--- src/rtl/frame_sequencer_if.sv ---
// Link-side bundle for frame_sequencer: sample input, control strobes and
// the framed serial output with its status.
interface frame_sequencer_if #(
  parameter int unsigned CNT_W = 16
);
  logic             EN;
  logic [7:0]       SAMPLE_IN;
  logic             SAMPLE_VALID;
  logic             CLR_FLAGS;
  logic             DATA_OUT;
  logic             SYNC;
  logic             OVERRUN;
  logic             UNDERRUN;
  logic [CNT_W-1:0] FRAME_CNT;

  // Producer / uC side: drives samples and control, observes the link
  modport master (
    output EN, SAMPLE_IN, SAMPLE_VALID, CLR_FLAGS,
    input  DATA_OUT, SYNC, OVERRUN, UNDERRUN, FRAME_CNT
  );

  // Sequencer side
  modport slave (
    input  EN, SAMPLE_IN, SAMPLE_VALID, CLR_FLAGS,
    output DATA_OUT, SYNC, OVERRUN, UNDERRUN, FRAME_CNT
  );
endinterface

--- src/rtl/frame_sequencer.sv ---
// Radio serial link framer: sync header followed by FRAME_SAMPLES 8-bit
// sample words sent LSB first, one bit per SYS_CLK, fed from a one-deep
// holding register. Optional trailing even-parity bit when the macro
// FRAME_PARITY_EN is defined.
module frame_sequencer #(
  parameter int unsigned FRAME_SAMPLES = 64,
  parameter int unsigned SYNC_LEN      = 16,
  parameter logic [31:0] SYNC_PATTERN  = 32'h0000EB90,
  parameter int unsigned CNT_W         = 16
) (
  input  logic              SYS_CLK,
  input  logic              RST,
  frame_sequencer_if.slave  bus
);

  // bit_cnt covers header positions up to 31 and payload positions 0..7
  localparam int unsigned BIT_W  = 5;
  localparam int unsigned WORD_W = (FRAME_SAMPLES > 1) ? $clog2(FRAME_SAMPLES) : 1;

`ifdef FRAME_PARITY_EN
  typedef enum logic [1:0] {S_IDLE, S_HDR, S_PAY, S_PAR} state_t;
`else
  typedef enum logic [1:0] {S_IDLE, S_HDR, S_PAY} state_t;
`endif

  state_t             state_q, state_d;
  logic [BIT_W-1:0]   bit_cnt_q, bit_cnt_d;
  logic [WORD_W-1:0]  word_cnt_q, word_cnt_d;
  logic [7:0]         shift_q, shift_d;
  logic [7:0]         hold_q, hold_d;
  logic               hold_full_q, hold_full_d;
  logic               data_q, data_d;
  logic               sync_q, sync_d;
  logic               overrun_q, overrun_d;
  logic               underrun_q, underrun_d;
  logic [CNT_W-1:0]   frame_cnt_q, frame_cnt_d;
`ifdef FRAME_PARITY_EN
  logic               parity_q, parity_d;
`endif

  logic               consume_c;
  logic               ovr_set_c;
  logic               und_set_c;
  logic [7:0]         word_c;
  logic [4:0]         sync_idx_c;

  // Header bit index, MSB of the used pattern first
  assign sync_idx_c = 5'(SYNC_LEN - 1) - bit_cnt_q;

  // Next-state, datapath and holding-register logic
  always_comb begin
    state_d     = state_q;
    bit_cnt_d   = bit_cnt_q;
    word_cnt_d  = word_cnt_q;
    shift_d     = shift_q;
    hold_d      = hold_q;
    hold_full_d = hold_full_q;
    frame_cnt_d = frame_cnt_q;
    data_d      = 1'b0;
    sync_d      = 1'b0;
    consume_c   = 1'b0;
    ovr_set_c   = 1'b0;
    und_set_c   = 1'b0;
    word_c      = 8'h00;
`ifdef FRAME_PARITY_EN
    parity_d    = parity_q;
`endif

    case (state_q)
      S_IDLE: begin
        hold_full_d = 1'b0;
        bit_cnt_d   = '0;
        if (bus.EN) state_d = S_HDR;
      end

      S_HDR: begin
        sync_d = 1'b1;
        data_d = SYNC_PATTERN[sync_idx_c];
        if (bit_cnt_q == BIT_W'(SYNC_LEN - 1)) begin
          state_d    = S_PAY;
          bit_cnt_d  = '0;
          word_cnt_d = '0;
`ifdef FRAME_PARITY_EN
          parity_d   = 1'b0;
`endif
        end else begin
          bit_cnt_d = bit_cnt_q + BIT_W'(1);
        end
      end

      S_PAY: begin
        if (bit_cnt_q == '0) begin
          // Word boundary: take the held sample or substitute zeros
          consume_c = 1'b1;
          if (hold_full_q) word_c = hold_q;
          else             und_set_c = 1'b1;
          data_d  = word_c[0];
          shift_d = {1'b0, word_c[7:1]};
        end else begin
          data_d  = shift_q[0];
          shift_d = {1'b0, shift_q[7:1]};
        end
`ifdef FRAME_PARITY_EN
        parity_d = parity_q ^ data_d;
`endif
        if (bit_cnt_q == BIT_W'(7)) begin
          bit_cnt_d = '0;
          if (word_cnt_q == WORD_W'(FRAME_SAMPLES - 1)) begin
`ifdef FRAME_PARITY_EN
            state_d = S_PAR;
`else
            frame_cnt_d = frame_cnt_q + CNT_W'(1);
            state_d     = bus.EN ? S_HDR : S_IDLE;
`endif
          end else begin
            word_cnt_d = word_cnt_q + WORD_W'(1);
          end
        end else begin
          bit_cnt_d = bit_cnt_q + BIT_W'(1);
        end
      end

`ifdef FRAME_PARITY_EN
      S_PAR: begin
        data_d      = parity_q;
        frame_cnt_d = frame_cnt_q + CNT_W'(1);
        state_d     = bus.EN ? S_HDR : S_IDLE;
      end
`endif

      default: state_d = S_IDLE;
    endcase

    // One-deep holding register; a same-edge consume frees the slot
    if (state_q != S_IDLE) begin
      if (bus.SAMPLE_VALID) begin
        if (!hold_full_q || consume_c) begin
          hold_d      = bus.SAMPLE_IN;
          hold_full_d = 1'b1;
        end else begin
          ovr_set_c = 1'b1;
        end
      end else if (consume_c) begin
        hold_full_d = 1'b0;
      end
    end

    // Sticky flags, set has priority over clear
    overrun_d  = ovr_set_c | (overrun_q  & ~bus.CLR_FLAGS);
    underrun_d = und_set_c | (underrun_q & ~bus.CLR_FLAGS);
  end

  // State and output registers
  always_ff @(posedge SYS_CLK or posedge RST) begin
    if (RST) begin
      state_q     <= S_IDLE;
      bit_cnt_q   <= '0;
      word_cnt_q  <= '0;
      shift_q     <= '0;
      hold_q      <= '0;
      hold_full_q <= 1'b0;
      data_q      <= 1'b0;
      sync_q      <= 1'b0;
      overrun_q   <= 1'b0;
      underrun_q  <= 1'b0;
      frame_cnt_q <= '0;
`ifdef FRAME_PARITY_EN
      parity_q    <= 1'b0;
`endif
    end else begin
      state_q     <= state_d;
      bit_cnt_q   <= bit_cnt_d;
      word_cnt_q  <= word_cnt_d;
      shift_q     <= shift_d;
      hold_q      <= hold_d;
      hold_full_q <= hold_full_d;
      data_q      <= data_d;
      sync_q      <= sync_d;
      overrun_q   <= overrun_d;
      underrun_q  <= underrun_d;
      frame_cnt_q <= frame_cnt_d;
`ifdef FRAME_PARITY_EN
      parity_q    <= parity_d;
`endif
    end
  end

  assign bus.DATA_OUT  = data_q;
  assign bus.SYNC      = sync_q;
  assign bus.OVERRUN   = overrun_q;
  assign bus.UNDERRUN  = underrun_q;
  assign bus.FRAME_CNT = frame_cnt_q;

endmodule

--- src/flat_wrapper.sv ---
// flat-port wrapper written by rule: the top's interface ports become plain ports
module frame_sequencer_flat 
#(
  parameter int unsigned FRAME_SAMPLES = 64,
  parameter int unsigned SYNC_LEN      = 16,
  parameter logic [31:0] SYNC_PATTERN  = 32'h0000EB90,
  parameter int unsigned CNT_W         = 16
)
  (SYS_CLK, RST, bus_EN, bus_SAMPLE_IN, bus_SAMPLE_VALID, bus_CLR_FLAGS, bus_DATA_OUT, bus_SYNC, bus_OVERRUN, bus_UNDERRUN, bus_FRAME_CNT);
  frame_sequencer_if #(.CNT_W(CNT_W)) bus_i ();
  input  logic SYS_CLK;
  input  logic RST;
  input wire logic [$bits(bus_i.EN)-1:0] bus_EN;
  input wire logic [$bits(bus_i.SAMPLE_IN)-1:0] bus_SAMPLE_IN;
  input wire logic [$bits(bus_i.SAMPLE_VALID)-1:0] bus_SAMPLE_VALID;
  input wire logic [$bits(bus_i.CLR_FLAGS)-1:0] bus_CLR_FLAGS;
  output wire logic [$bits(bus_i.DATA_OUT)-1:0] bus_DATA_OUT;
  output wire logic [$bits(bus_i.SYNC)-1:0] bus_SYNC;
  output wire logic [$bits(bus_i.OVERRUN)-1:0] bus_OVERRUN;
  output wire logic [$bits(bus_i.UNDERRUN)-1:0] bus_UNDERRUN;
  output wire logic [$bits(bus_i.FRAME_CNT)-1:0] bus_FRAME_CNT;
  assign bus_i.EN = bus_EN;
  assign bus_i.SAMPLE_IN = bus_SAMPLE_IN;
  assign bus_i.SAMPLE_VALID = bus_SAMPLE_VALID;
  assign bus_i.CLR_FLAGS = bus_CLR_FLAGS;
  assign bus_DATA_OUT = bus_i.DATA_OUT;
  assign bus_SYNC = bus_i.SYNC;
  assign bus_OVERRUN = bus_i.OVERRUN;
  assign bus_UNDERRUN = bus_i.UNDERRUN;
  assign bus_FRAME_CNT = bus_i.FRAME_CNT;
  frame_sequencer #(.FRAME_SAMPLES(FRAME_SAMPLES), .SYNC_LEN(SYNC_LEN), .SYNC_PATTERN(SYNC_PATTERN), .CNT_W(CNT_W)) u_core (.SYS_CLK(SYS_CLK), .RST(RST), .bus(bus_i));
endmodule
--- config.mk ---
export PLATFORM = sky130hd
export DESIGN_NAME = frame_sequencer_flat
export DESIGN_NICKNAME = d
export VERILOG_FILES = /design/src/rtl/frame_sequencer_if.sv /design/src/rtl/frame_sequencer.sv /design/src/flat_wrapper.sv
export SDC_FILE = /design/constraint.sdc
export NUM_CORES = 1
export LEC_CHECK = 0
export ABC_AREA = 0
export BUFFER_PORTS_ARGS = -buffer_cell sky130_fd_sc_hd__clkbuf_2
export CAP_MARGIN = 5
export CORE_UTILIZATION = 35
export CTS_BUF_LIST = sky130_fd_sc_hd__clkbuf_8
export DETAILED_ROUTE_END_ITERATION = 10
export PLACE_DENSITY = 0.53
export SKIP_CTS_REPAIR_TIMING = 1
export SYNTH_ARGS = -nofsm -noshare
export SYNTH_HDL_FRONTEND = slang
export SYNTH_SLANG_ARGS = --single-unit
--- constraint.sdc ---
create_clock -name SYS_CLK -period 1.66 [get_ports SYS_CLK]
set_input_delay 0.332 -clock SYS_CLK [delete_from_list [all_inputs] [get_ports SYS_CLK]]
set_output_delay 0.332 -clock SYS_CLK [all_outputs]
set_load 0.05 [all_outputs]
==> metrics <==
cell area after layout 3440 um2; fraction of synthesized cell area in xor and xnor cells 5.19%; total routed wirelength 5430 um; post-route ant nets 0; mean number of vias per cell 4.91; CP top delay family flip-flops; Min-Delay Path Class in2reg; area leader, netlist dfrtp_1; unrepaired setup endpoints after global routing yes; nets@finish 325; Area Growth Syn to Fin 35.8%; failing checks negative setup slack; filler cell count 646; startpoint types flop; Die X 87.0 um; HPWL Detailed 3840 um; H-Tree Depth 2; fraction of layout cells with a size suffix above 1 44.6%; first-pass GRT wire length 8710 um; most frequent cells in the layout 48 x dfrtp_1, 41 x buf_4, 32 x clkbuf_2, 13 x nand2_1, 11 x mux2_4; GRT Residual Overflow 0; Slew headroom 56.4%; cells after synthesis 222; ys async rst share 100%; TritonCTS clock tree done; pwr dens 1350 nW/um2; syn_area_per_cell 11.4 um2; mux cell area share after synthesis 6.28%; Worst Path Max Fanout 4; Area contributors post-synth dfrtp_1 48%, ha_1 4.9%, mux2_2 4.9%, xnor2_1 4.8%, a221o_1 2.4%; clk slew on worst S/H paths 0.09 ns; total core area 6910 um2; synthesized-area fraction occupied by adder cells 4.94%; status complete, but fails checks; later-pin clock latency in the skew report 0.31 ns; Initial Util 36.6%; clk root buf clkbuf_8; Yosys reg bits 49; clock skew 0.00740 ns; Syn. warnings 0; clk sink count 49; min-delay src bus_CLR_FLAGS; Synth Net Count 245; Net Sw Power 1.70 mW; Reg power frac 35.3%; CP arrival 1.92 ns; Netlist cell types 52; total CTS buffers 5; routability cong. 0.742; worst r2r src u_core.bit_cnt_q[0]$_DFFE_PP0P_; commonest non-fill, non-tap cell in the layout dfrtp_1; Area after DPL 3100 um2; via count 1960; Sw Ratio 36.8%; die area 7580 um2; drt drc 0; DR iter-0 viols 119; pin count of the biggest net entering global routing 35; final hold viol count 0; Yosys top cell area share 48.4%; Slew Viols, Final 0; CTS Buffer Depth 2; simple logic cell fraction of the synthesized area 18.3%; First-pass DRT Iterations 4; part of the power in the clock network 15.4%; R2R Path End u_core.word_cnt_q[0]$_DFFE_PP0P_; Final period util 104%; site row count 30; CP max stage cell dfrtp_1; fmax 0.580 GHz; post-route setup TNS -0.683 ns; Crit. End Element flop; Crit Path Category reg2reg; endpoints failing setup 12; largest family of logic cells by synthesized area simple AND/OR/NAND/NOR gates; number of global-route vias before repair 1833; slack of the worst reg-to-reg path -0.06 ns; Int Pwr 2.93 mW; VDD IR max 0.883 mV; IO Pins 33; compound-cell area share of the yosys netlist 12.6%; initial antenna violation count 0; worst slew pin tran 0.651 ns; diodes inserted 0; final worst setup slack -0.0640 ns; Static Leak 1.61 nW; Worst EP required 1.85 ns; sequential area share after synthesis 48.4%; Comb pwr share 49.3%; IO Port Bufs 32; Max-Cap Viols 0; CP Cell Sequence buf_4 -> ha_4 -> and4bb_2 -> o21ai_2 -> a211oi_4 -> mux2_4; ys flop type dfrtp_1; Tmin final 1.72 ns; mean routed wirelength per cell 13.6 um; gr usage total 14.8%; synthesized cell area 2530 um2; Post-synth EDFFs 0; Critical Path Max Stage Delay 0.38 ns; Reg2Reg Depth 6; Die H 87.0 um; WHS Path Cells 2; Hold Path Sink u_core.bus.OVERRUN$_DFF_PP0_; Bufs and invs on worst path 1
-- worst reg2reg max path: cells and delay by family, from the launching register on --
kind,cells,cell delay (ns)
compound gates,2,0.37
simple gates,1,0.27
mux,1,0.32
flops,1,0.38
fa+ha+maj,1,0.15
buf+inv,1,0.13
-- routing by layer --
layer / up-vias / GRT usage (%) / wire [um]
li1: 960 / - / -
met1: 960 / 20.0 / 2610
met2: 34 / 23.8 / 2580
met3: 6 / 3.32 / 184
met4: 0 / 4.09 / 55
met5: - / 0 / 0
-- worst max path at each step --
stage / startpoint / end / slack (ns) / cells after the start
global placement: u_core.bit_cnt_q[4]$_DFFE_PP0P_ / u_core.bus.FRAME_CNT[1]$_DFFE_PP0P_ / -0.07 / 4
finish: u_core.bit_cnt_q[0]$_DFFE_PP0P_ / u_core.word_cnt_q[0]$_DFFE_PP0P_ / -0.06 / 6
global route: u_core.state_q[0]$_DFFE_PP0P_ / u_core.bus.FRAME_CNT[1]$_DFFE_PP0P_ / -0.14 / 6
CTS: u_core.bit_cnt_q[1]$_DFFE_PP0P_ / u_core.bus.DATA_OUT$_DFF_PP0_ / -0.12 / 7
detailed placement: u_core.bit_cnt_q[3]$_DFFE_PP0P_ / u_core.bit_cnt_q[4]$_DFFE_PP0P_ / -0.08 / 6
floorplan: u_core.bit_cnt_q[0]$_DFFE_PP0P_ / u_core.bus.FRAME_CNT[13]$_DFFE_PP0P_ / -0.06 / 6
-- stage by stage --
stage	instances	hold WS (ns)	setup WS, ns	power (mW)	util, %
2_1_floorplan	222	0.431	-0.0613	2.87	-
3_3_place_gp	382	0.315	-0.0653	3.63	44.9
3_5_place_dp	382	0.315	-0.0817	3.64	44.9
4_1_cts	390	-0.0177	-0.116	4.37	46.2
5_1_grt	399	0.226	-0.141	4.95	49.8
6_report	399	0.229	-0.0640	4.64	49.8
-- power groups by stage --
stage	registers [mW]	logic (mW)	clock network, mW
floorplan	1.76	1.11	0
global placement	1.64	1.99	0
detailed placement	1.64	2.01	0
CTS	1.62	2.02	0.735
global route	1.67	2.50	0.788
finish	1.64	2.29	0.712
-- synth_stat cells, types with 2 or more instances --
| cell | n |
|---|---|
| o22ai_1 | 3 |
| nor3_1 | 3 |
| nand2_1 | 15 |
| ha_1 | 10 |
| o21ai_0 | 6 |
| and2_1 | 2 |
| clkbuf_1 | 2 |
| inv_1 | 12 |
| nand3_1 | 8 |
| nand2b_1 | 3 |
| a221o_1 | 6 |
| xnor2_1 | 14 |
| and3_1 | 5 |
| and4_1 | 2 |
| a21oi_1 | 4 |
| mux2_2 | 11 |
| o211ai_1 | 4 |
| o31ai_1 | 2 |
| nor2_1 | 8 |
| nor2b_1 | 7 |
| dfrtp_1 | 49 |
| nand4_1 | 9 |
| buf_6 | 3 |
| a31oi_1 | 5 |
| mux2i_1 | 2 |
-- cell type report --
type	count	area [um2]	share of cell area (%)
tap	96	120	3.49
multi-input combinational	152	1370	39.8
inverter	13	53.8	1.56
sequential	49	1230	35.7
clock buffer	5	68.8	2.00
clock inverter	3	17.5	0.509
timing repair buffer	81	583	17.0
-- sequential cells by signal (all words and copies together) (netlist names) --
name and flops:
u_core.bit_cnt_q 5, u_core.bus.DATA_OUT 1, u_core.bus.FRAME_CNT 16, u_core.bus.OVERRUN 1, u_core.bus.SYNC 1, u_core.bus.UNDERRUN 1
u_core.hold_full_q 1, u_core.hold_q 8, u_core.shift_q 7, u_core.state_q 2, u_core.word_cnt_q 6
-- logic make-up (layout without fill, tap and decap cells) --
kind of cell,after synthesis,in the layout
fa+ha+maj,10,10
mux,14,14
buf+inv,21,102
flops,49,49
compound gates,41,41
simple gates,72,72
xor+xnor,15,15
(Power assumes the default switching activity.)
